## src/rtl/serdes_tx_serializer.sv

```systemverilog
// Transmit serializer: training burst (clock pattern or PRBS7) after reset or on request,
// then handshaked data symbols sent LSB-first with idle fill so the line never stalls.
module serdes_tx_serializer #(
   parameter int unsigned      WIDTH         = 10,
   parameter int unsigned      TRAIN_SYMBOLS = 64,
   parameter logic [WIDTH-1:0] IDLE_PATTERN  = 10'b0101111100,
   parameter logic [6:0]       PRBS_SEED     = 7'h7F
) (
   input  logic             clk,
   input  logic             rst,
   input  logic [WIDTH-1:0] tx_data,
   input  logic             tx_valid,
   output logic             tx_ready,
   input  logic             prbs_en,
   input  logic             train_start,
   output logic             serial_out,
   output logic             sym_strobe,
   output logic [1:0]       state
);
   localparam int unsigned    BCW        = $clog2(WIDTH);
   localparam int unsigned    TCW        = $clog2(TRAIN_SYMBOLS + 1);
   localparam logic [BCW-1:0] BIT_LAST   = BCW'(WIDTH - 1);
   localparam logic [TCW-1:0] TRAIN_LAST = TCW'(TRAIN_SYMBOLS);

   typedef enum logic [1:0] {
      TRAIN = 2'd0,
      DATA  = 2'd1
   } state_t;

   state_t           cur_state, nxt_state;
   logic [BCW-1:0]   bit_cnt;
   logic [TCW-1:0]   train_cnt;
   logic [WIDTH-1:0] hold, shreg, train_sym, load_sym;
   logic             hold_full, train_pend;
   logic [6:0]       lfsr, lfsr_adv;
   logic             boundary, xfer, load_train, use_hold, capture;

   assign boundary = (bit_cnt == BIT_LAST);
   assign tx_ready = (cur_state == DATA) && !hold_full;
   assign xfer     = tx_valid && tx_ready;
   assign state    = cur_state;

   // Training symbol and the LFSR value after WIDTH PRBS7 steps.
   always_comb begin
      lfsr_adv  = lfsr;
      train_sym = '0;
      for (int unsigned i = 0; i < WIDTH; i++) begin
         if (prbs_en) begin
            train_sym[i] = lfsr_adv[6] ^ lfsr_adv[5];
            lfsr_adv     = {lfsr_adv[5:0], lfsr_adv[6] ^ lfsr_adv[5]};
         end else begin
            train_sym[i] = ~i[0];
         end
      end
   end

   always_comb begin
      nxt_state  = cur_state;
      load_train = 1'b0;
      use_hold   = 1'b0;
      load_sym   = IDLE_PATTERN;
      if (boundary) begin
         case (cur_state)
            TRAIN: begin
               if (train_cnt == TRAIN_LAST) nxt_state = DATA;
               else                         load_train = 1'b1;
            end
            DATA: begin
               if (train_pend) begin
                  nxt_state  = TRAIN;
                  load_train = 1'b1;
               end
            end
            default: begin
               nxt_state  = TRAIN;
               load_train = 1'b1;
            end
         endcase
         if (load_train) begin
            load_sym = train_sym;
         end else if (hold_full) begin
            load_sym = hold;
            use_hold = 1'b1;
         end else if (xfer) begin
            load_sym = tx_data;
         end
      end
   end

   // A transfer bypasses hold only when it is loaded straight into the serializer.
   assign capture = xfer && !(boundary && !load_train && !hold_full);

   always_ff @(posedge clk) begin
      if (rst) begin
         cur_state  <= TRAIN;
         bit_cnt    <= BIT_LAST;
         train_cnt  <= '0;
         hold       <= '0;
         hold_full  <= 1'b0;
         train_pend <= 1'b0;
         lfsr       <= PRBS_SEED;
         shreg      <= '0;
         serial_out <= 1'b0;
         sym_strobe <= 1'b0;
      end else begin
         cur_state <= nxt_state;
         if (boundary) begin
            bit_cnt    <= '0;
            shreg      <= load_sym >> 1;
            serial_out <= load_sym[0];
            sym_strobe <= 1'b1;
            train_cnt  <= load_train ? train_cnt + TCW'(1) : '0;
            if (load_train && prbs_en) lfsr <= lfsr_adv;
         end else begin
            bit_cnt    <= bit_cnt + BCW'(1);
            shreg      <= shreg >> 1;
            serial_out <= shreg[0];
            sym_strobe <= 1'b0;
         end
         if (capture) begin
            hold      <= tx_data;
            hold_full <= 1'b1;
         end else if (use_hold) begin
            hold_full <= 1'b0;
         end
         if (boundary && cur_state == DATA && train_pend) train_pend <= 1'b0;
         else if (cur_state == DATA && train_start)      train_pend <= 1'b1;
      end
   end
endmodule

```

## config.mk

```make
export PLATFORM = sky130hd
export DESIGN_NAME = serdes_tx_serializer
export DESIGN_NICKNAME = d
export VERILOG_FILES = /design/src/rtl/serdes_tx_serializer.sv
export SDC_FILE = /design/constraint.sdc
export NUM_CORES = 1
export LEC_CHECK = 0
export ABC_CLOCK_PERIOD_IN_PS = 1500
export CAP_MARGIN = 20
export CORE_MARGIN = 8
export CORE_UTILIZATION = 45
export DETAILED_ROUTE_END_ITERATION = 10
export GPL_TIMING_DRIVEN = 0
export HOLD_SLACK_MARGIN = 0.02
export PLACE_DENSITY = 0.68
export SETUP_SLACK_MARGIN = 0.2
export SLEW_MARGIN = 20
export SYNTH_ARGS = -nofsm -noshare
export SYNTH_HDL_FRONTEND = slang
export SYNTH_SLANG_ARGS = --single-unit
```

## constraint.sdc

```tcl
create_clock -name clk -period 1.5 [get_ports clk]
set_input_delay 0.3 -clock clk [delete_from_list [all_inputs] [get_ports clk]]
set_output_delay 0.3 -clock clk [all_outputs]
set_load 0.01 [all_outputs]
```

==> reports/results.txt, run 1 <==
CP Buf/Inv Count: 3
critical path's slowest cell: nor3b_4
area fraction of the dominant cell type after synthesis: 0.423
remaining global-route overflow: 0
Root Driver: clkbuf_8
Power Density: 1180 mW/mm2
CP peak stage delay: 0.34 ns
Ant. Diodes: 0
Max Fclk: 625 MHz
Worst EP required: 1.72 ns
Critical Setup Path Class: flip-flop to flip-flop
Die Wd: 82.5 um
Final Hold Viols: 0
Critical Path Fanout Max: 6
Sinks on Clock Net: 42
Slew Limit Fails: 0
Setup TNS: -0.731 ns
Arr. time, crit path: 1.81 ns
synthesized area per cell: 9.20 um2
failing checks: setup timing
final worst-path setup slack: -0.0993 ns
hold buffers post-CTS: 0
CTS tree: built
flops & latches, synth: 42
vias in the first global route: 1726
Tmin final: 1.60 ns
clock insertion delay at the later pin of the skew report: 0.29 ns
Synth-to-Final Area Change: 39.6%
via density per instance: 5.55
initial antenna violation count: 0
largest net degree at the start of global routing: 13
Initial Util: 0.463
Final setup viols: 15
status: finished with violations
Mapped Area: 0.00199 mm2
Placed Area: 0.00235 mm2
Syn Inst Count: 216
first-pass GRT wire length: 8060 um
drt drc: 0
Port Buffer Count: 18
sequential fraction of the synthesis area: 0.423
number of CTS-inserted buffers: 5
top post-synthesis cells by area: dfxtp_1 42%, mux2i_1 5.0%, xor2_1 4.8%
maximum vdd drop: 0.750 mV
Die Ht: 82.5 um
post-synth top area cell: dfxtp_1
post-layout total power: 3.26 mW
# placed instances: 286
Final GP Congestion: 0.848
Reg clk slew, reported paths: 0.08 ns
Detailed Routing Iterations Pass 1: 4
max cap viols: 0
First DRT Iteration DRCs: 129
fin util: 0.646
crit share post-route: 1.07
pre-CTS WS: -0.384 ns
worst-case clock buffer depth: 2
Critical Path Sink Type: flip-flop
share of layout cells above drive strength 1: 0.357
most frequent CP cell: buf_6
RSZ-0062 raised after global routing: yes
startpoint type of the worst setup path: flip-flop
Synth cell types: 46
DRT Wirelength: 4950 um
Fin Hold WS: 0.455 ns
CP top delay family: compound AO/OA/AOI/OAI gates
nets: 281
core area: 0.00429 mm2
Design Area, Final: 0.00278 mm2
Total Die Area: 0.00680 mm2
Worst Hold Class: flip-flop to flip-flop
drt wl/cell: 15.7 um
Post-DRT Antenna Nets: 0
clk_skew: 0.00253 ns
FP Rows: 24
H-tree depth: 2
crit-path cells: inv_2 -> ha_4 -> nor3b_4 -> a21oi_4 -> buf_6 -> buf_6 -> a2bb2oi_2 -> o22ai_1
Total GRT Usage: 0.154
final std cells w/o fill: 315
# IOs: 20
Mapped Nets: 235
Ys Warns: 0
via count: 1748
dpl hpwl: 3170 um
P_leak: 1.12 nW
[cell type report]
cell class	instances	area [um2]
Tap cell	52	65.1
Inverter	8	30.0
Clock inverter	1	5.00
Buffer	12	101
Fill cell	349	1520
Timing Repair Buffer	39	368
Multi-Input combinational cell	154	1260
Clock buffer	7	86.3
Sequential cell	42	862
[layer usage]
layer | routed length, um | global-route usage
met1 | 2110 | 0.198
met2 | 2560 | 0.240
met3 | 249 | 0.0487
met4 | 34 | 0.0456
met5 | 0 | 0
[cells in the mapped netlist (all sizes together)]
cell / n
a211o: 1
a211oi: 4
a21oi: 11
a221o: 1
a22oi: 3
a2bb2oi: 1
a41oi: 1
and3: 3
and3b: 2
buf: 7
clkbuf: 5
conb: 1
dfxtp: 42
ha: 4
inv: 8
mux2: 1
mux2i: 10
nand2: 13
nand3: 10
nand3b: 2
nand4: 4
nor2: 21
nor2b: 2
nor3: 6
nor3b: 2
nor4b: 1
o211ai: 4
o21ai: 14
o221ai: 1
o22ai: 7
o311ai: 2
or2: 1
or3: 3
xnor2: 7
xor2: 11
[worst reg2reg max path, stage by stage (launching register included)]
cell and delay (ns):
dfxtp_2 0.33, inv_2 0.07, ha_4 0.13, nor3b_4 0.34, a21oi_4 0.13, buf_6 0.16
buf_6 0.13, a2bb2oi_2 0.12, o22ai_1 0.12
[worst paths after layout]
kind,startpoint,endpoint,slack (ns),depth (start not counted)
hold / removal,shreg[7],shreg[6],0.45,2
setup / recovery,train_cnt[0],shreg[5],-0.1,8
hold reg to reg,shreg[7],shreg[6],0.45,2
setup reg to reg,train_cnt[0],shreg[5],-0.1,8
[state kept, by name, summed over array words and instances (netlist names)]
| name | flops |
|---|---|
| bit_cnt | 4 |
| hold | 10 |
| hold_full | 1 |
| lfsr | 7 |
| serial_out | 1 |
| shreg | 9 |
| state | 1 |
| sym_strobe | 1 |
| train_cnt | 7 |
| train_pend | 1 |
[cells by family (layout without fill, tap and decap cells)]
| kind of cell | after synthesis | in the layout | synth area share |
|---|---|---|---|
| other cells | 1 | 1 | 0.00189 |
| mux | 11 | 11 | 0.0560 |
| xor+xnor | 18 | 18 | 0.0793 |
| compound gates | 50 | 50 | 0.174 |
| flops | 42 | 42 | 0.423 |
| simple gates | 70 | 70 | 0.191 |
| fa+ha+maj | 4 | 4 | 0.0252 |
| buf+inv | 20 | 67 | 0.0497 |
[report_power, final]
group          internal [mW]  switching, mW  total [mW]
Sequential              1.24         0.0945        1.34
Combinational          0.593          0.585        1.18
Clock                  0.371          0.379       0.750
Total                   2.21           1.06        3.26
[placed cells by master, fill, tap and decap left out, types with 5 or more instances in the layout]
cell type,instances
a21oi_1,5
nand2_1,11
dfxtp_2,5
mux2i_1,10
xor2_1,11
clkdlybuf4s50_1,14
nand3_1,8
a21oi_2,5
dfxtp_1,33
xnor2_1,7
inv_1,5
clkbuf_8,6
buf_6,10
nor2_1,21
buf_4,15
o21ai_2,5
o22ai_1,6
[repair_timing]
action,CTS,global route
endpoints found under the setup margin,42,41
gates resized for setup,41,16
gates cloned,1,0
pin swaps,17,2
setup buffers,15,5
(Power assumes the default switching activity.)
==> run 2, diff against run 1 <==
Settings changed: CORE_MARGIN 8 to default.
==> run 2 against run 1 <==
Against the previous run: the flow still finishes with violations (setup timing); largest cell class unchanged; utilization rose by 4.0 points; flip-flop and latch count stayed put; worst hold slack worse by 0.015 ns; maximum frequency increased by 0.36%; first-iteration DRC count down 47%; combinational power barely moved; largest power group unchanged.
==> reports/results.txt, run 2 (synthesis gave the netlist of run 1 again) <==
CP Buf/Inv Count: 2
CP top delay family: flip-flops
Sw Share: 0.328
Port Buffer Count: 18
core area: 0.00412 mm2
crit-path cells: inv_2 -> ha_4 -> nor3b_4 -> a21oi_4 -> buf_4 -> mux2_4 -> a21oi_2
first-pass GRT wire length: 7770 um
via count: 1724
Max Fclk: 628 MHz
failing checks: setup timing
Fin Hold WS: 0.440 ns
dpl hpwl: 3130 um
Setup TNS: -0.645 ns
drt wl/cell: 15.6 um
Die Wd: 68.5 um
clk_skew: 0.00876 ns
Ant. Diodes: 0
FP Rows: 23
Slew Limit Fails: 0
Post-DRT Antenna Nets: 0
worst-case clock buffer depth: 2
share of layout cells above drive strength 1: 0.383
startpoint type of the worst setup path: flip-flop
max cap viols: 0
Power Density: 1210 mW/mm2
# IOs: 20
max FFs per register: 10
Sequential Power Share: 0.395
Final GP Congestion: 0.862
Worst EP required: 1.74 ns
most common cell after layout, fill and taps aside: dfxtp_1
Total Die Area: 0.00469 mm2
remaining global-route overflow: 0
H-tree depth: 2
reg2reg start: train_cnt[0]
final worst-path setup slack: -0.0935 ns
crit share post-route: 1.06
vias in the first global route: 1609
HP Start: shreg[5]
Total GRT Usage: 0.233
hold buffers post-CTS: 0
NetSw: 1.12 mW
post-layout total power: 3.41 mW
Arr. time, crit path: 1.84 ns
initial antenna violation count: 0
First DRT Iteration DRCs: 68
drt drc: 0
final std cells w/o fill: 314
Detailed Routing Iterations Pass 1: 4
CTS tree: built
Regs by FF count: hold: 10 flops, shreg: 9 flops
Worst Hold Class: flip-flop to flip-flop
Final setup viols: 16
Tmin final: 1.59 ns
Comb pwr share: 0.342
Biggest register: hold
Die Ht: 68.5 um
Synth-to-Final Area Change: 42.1%
# placed instances: 284
power share of the clock group: 0.264
largest net degree at the start of global routing: 14
P_leak: 1.14 nW
clock insertion delay at the later pin of the skew report: 0.30 ns
number of CTS-inserted buffers: 5
DRT Wirelength: 4910 um
nets: 282
Critical Setup Path Class: flip-flop to flip-flop
Sinks on Clock Net: 42
Worst Setup SP: train_cnt[0]
CP peak stage delay: 0.33 ns
Root Driver: clkbuf_8
Critical Path Sink Type: flip-flop
maximum vdd drop: 0.658 mV
Power Internal: 2.29 mW
critical path's slowest cell: dfxtp_2
Initial Util: 0.483
via density per instance: 5.49
Final Hold Viols: 0
most frequent cells in the layout: 33 x dfxtp_1, 20 x nor2_1, 15 x buf_4
Critical Path Fanout Max: 6
RSZ-0062 raised after global routing: yes
Reg clk slew, reported paths: 0.08 ns
status: finished with violations
==> run 2: cell types whose count changed in the layout (fill, tap and decap cells not counted), moves of 3 or more <==
cell and change:
nor3_1 +3, nor3_2 -3, nand3_1 -4, nand3_2 +4, o21ai_1 +3
==> run 2: layout make-up <==
| type | count | area, um2 |
|---|---|---|
| fillers | 336 | 1290 |
| multi-input cells | 154 | 1280 |
| flip-flops and latches | 42 | 862 |
| repair buffers | 40 | 382 |
| plain buffers | 12 | 96.3 |
| clock buffers | 5 | 68.8 |
| well taps | 50 | 62.6 |
| clock inverters | 3 | 40.0 |
| inverters | 8 | 32.5 |
==> run 2: tightest hold or removal path: cells and delay by family (launching register included) <==
family | cells | cell delay [ns]
flops | 1 | 0.31
compound gates | 1 | 0.05
simple gates | 1 | 0.05
==> run 2: through the flow <==
stage / instance area, um2 / setup WS [ns] / util
3_3_place_gp: 2340 / -0.427 / 0.570
5_1_grt: 2830 / -0.153 / 0.687
4_1_cts: 2690 / -0.0750 / 0.653
2_1_floorplan: 2100 / 0.0328 / -
3_5_place_dp: 2340 / -0.424 / 0.570
6_report: 2830 / -0.0935 / 0.687
==> run 2: timing repair <==
action,CTS,global route
resized for setup,38,29
buffers inserted,15,5
cloned,2,0
endpoints found under the setup margin,43,40
pin swaps,19,14
==> run 2: final timing paths <==
kind / endpoint / slack [ns] / depth (start not counted)
setup reg to reg: shreg[1] / -0.09 / 7
setup / recovery: shreg[1] / -0.09 / 7
hold reg to reg: shreg[4] / 0.44 / 2
hold / removal: shreg[4] / 0.44 / 2
==> run 2: power by group through the flow <==
stage	registers, mW	logic (mW)	clock network (mW)
6_report	1.34	1.16	0.897
5_1_grt	1.36	1.25	0.961
4_1_cts	1.34	1.03	0.909
3_5_place_dp	1.37	0.860	0
3_3_place_gp	1.37	0.850	0
2_1_floorplan	1.36	0.655	0
==> run 2: per-layer routing <==
metal  wire (um)  vias to the layer above  global-route usage
met3         132                        5              0.0550
met5           0                        -                   0
met2        2370                       30               0.379
li1            -                      858                   -
met1        2340                      831               0.297
met4          68                        0              0.0859
==> run 3, diff against run 2 <==
Settings changed: PLACE_DENSITY 0.68 to 0.73.
==> run 3 against run 2 <==
Against the previous run: the run still ends with setup timing left; critical path type unchanged; final cell count increased by 1.6%; flip-flop and latch count stayed put; sequential share of layout area is 0.16 points lower; register-to-register slack about the same; wire length grew 4.7%; power rose by 2.3%; design area rose by 0.53%; critical path depth rose by 1.
==> reports/results.txt, run 3 (synthesis gave the netlist of run 1 again) <==
status: finished with violations
failing checks: setup timing
remaining global-route overflow: 0
via density per instance: 5.61
Initial Util: 0.483
Sequential Power Share: 0.384
critical path's slowest cell: dfxtp_4
max cap viols: 0
Final GP Congestion: 0.823
fin util: 0.690
Fill cells: 331
max FFs per register: 10
Final setup viols: 16
footprint of the multi-input gates: 0.00127 mm2
via count: 1789
Post-DRT Antenna Nets: 0
Synth-to-Final Area Change: 42.9%
startpoint type of the worst setup path: flip-flop
Tmin final: 1.59 ns
Max Fclk: 628 MHz
Sinks on Clock Net: 42
power share of the clock group: 0.246
NetSw: 1.14 mW
Sequential cell area: 862 um2
crit-path cells: inv_2 -> ha_4 -> nor3b_4 -> a21oi_4 -> buf_6 -> buf_6 -> a2bb2oi_2 -> o22ai_1
Total Die Area: 0.00469 mm2
Sw Share: 0.328
drt drc: 0
CP peak stage delay: 0.36 ns
share of layout cells above drive strength 1: 0.390
drt wl/cell: 16.1 um
most common cell after layout, fill and taps aside: dfxtp_1
Biggest register: hold
Reg clk slew, reported paths: 0.08 ns
crit share post-route: 1.06
Die Ht: 68.5 um
Worst Setup EP: shreg[5]
Port Buffer Count: 18
reg2reg start: train_cnt[1]
Power Internal: 2.34 mW
core area: 0.00412 mm2
largest net degree at the start of global routing: 13
clk_skew: 0.00704 ns
most frequent CP cell: buf_6
RR Endpoint: shreg[5]
Root Driver: clkbuf_8
final worst-path setup slack: -0.0929 ns
Detailed Routing Iterations Pass 1: 4
Regs by FF count: hold: 10 flops, shreg: 9 flops
clock insertion delay at the later pin of the skew report: 0.30 ns
Die Wd: 68.5 um
CTS tree: built
Worst Setup SP: train_cnt[1]
most frequent cells in the layout: 33 x dfxtp_1, 23 x buf_4, 19 x nor2_1
initial antenna violation count: 0
DRT Wirelength: 5140 um
Comb pwr share: 0.369
Critical Path Sink Type: flip-flop
first-pass GRT wire length: 7990 um
Design Area, Final: 0.00284 mm2
Critical Path Fanout Max: 6
vias in the first global route: 1728
worst-case clock buffer depth: 2
H-tree depth: 2
Total GRT Usage: 0.236
Fin Hold WS: 0.455 ns
# IOs: 20
RSZ-0062 raised after global routing: yes
nets: 287
First DRT Iteration DRCs: 87
Worst Hold Class: flip-flop to flip-flop
hold buffers post-CTS: 0
Placed Area: 0.00234 mm2
reg-to-reg slack, setup: -0.09 ns
Power Density: 1230 mW/mm2
Critical Setup Path Class: flip-flop to flip-flop
Worst EP required: 1.72 ns
Final Hold Viols: 0
Arr. time, crit path: 1.82 ns
dpl hpwl: 3150 um
P_leak: 1.16 nW
Ant. Diodes: 0
FP Rows: 23
number of CTS-inserted buffers: 5
Reg2Reg Depth: 8
maximum vdd drop: 0.806 mV
Slew Limit Fails: 0
==> run 3: cell types whose count changed in the layout (fill, tap and decap cells not counted), sizes merged <==
| cell | before | now |
|---|---|---|
| bufinv | 1 | 0 |
| clkinv | 2 | 0 |
| clkbuf | 10 | 13 |
| buf | 30 | 35 |
==> run 3: final cells by class <==
type / instances / area share
clock buffer: 8 / 0.0388
multi-input combinational: 154 / 0.448
tap: 50 / 0.0220
sequential: 42 / 0.304
inverter: 8 / 0.0106
buffer: 12 / 0.0352
timing repair buffer: 45 / 0.141
==> run 3: what timing repair did <==
action,in CTS,in global routing
buffers inserted,19,7
resized for setup,48,14
endpoints found under the setup margin,45,41
cloned,1,0
pin swaps,25,11
==> run 3: layer usage <==
metal / wire length, um / GRT usage / part of all wire
met1: 2250 / 0.292 / 0.44
met2: 2550 / 0.384 / 0.50
met3: 255 / 0.0517 / 0.050
met4: 87 / 0.117 / 0.017
met5: 0 / 0 / 0
==> run 3: power groups by stage <==
stage	clock (mW)	sequential, mW	combinational (mW)
3_3_place_gp	0	1.37	0.857
5_1_grt	0.913	1.35	1.38
3_5_place_dp	0	1.37	0.866
4_1_cts	0.857	1.34	1.09
2_1_floorplan	0	1.36	0.655
6_report	0.858	1.34	1.29
==> run 3: stage by stage <==
stage / setup TNS (ns) / std cells / setup slack (ns) / power (mW)
final: -0.954 / 319 / -0.0929 / 3.48
after global placement: -8.44 / 284 / -0.450 / 2.22
after global routing: -1.89 / 319 / -0.146 / 3.64
after CTS: -0.629 / 312 / -0.0818 / 3.28
after floorplan: 0 / 216 / 0.0328 / 2.01
after detailed placement: -9.28 / 284 / -0.509 / 2.24
==> run 3: worst min-delay path by stage <==
stage,start,cells past startpoint,end,slack (ns)
finish,shreg[5],2,shreg[4],0.45
global route,shreg[7],2,shreg[6],0.48
CTS,shreg[5],2,shreg[4],0.46
detailed placement,shreg[5],2,shreg[4],0.45
global placement,shreg[5],2,shreg[4],0.43
floorplan,shreg[5],2,shreg[4],0.41
==> run 3: worst max-delay path, delay by kind of cell (launching register included) <==
kind / cells / cell delay, ns
buffers and inverters: 3 / 0.35
flip-flops: 1 / 0.36
AO/OA/AOI/OAI: 3 / 0.35
AND/OR/NAND/NOR: 1 / 0.32
adder cells (fa/ha/maj): 1 / 0.14
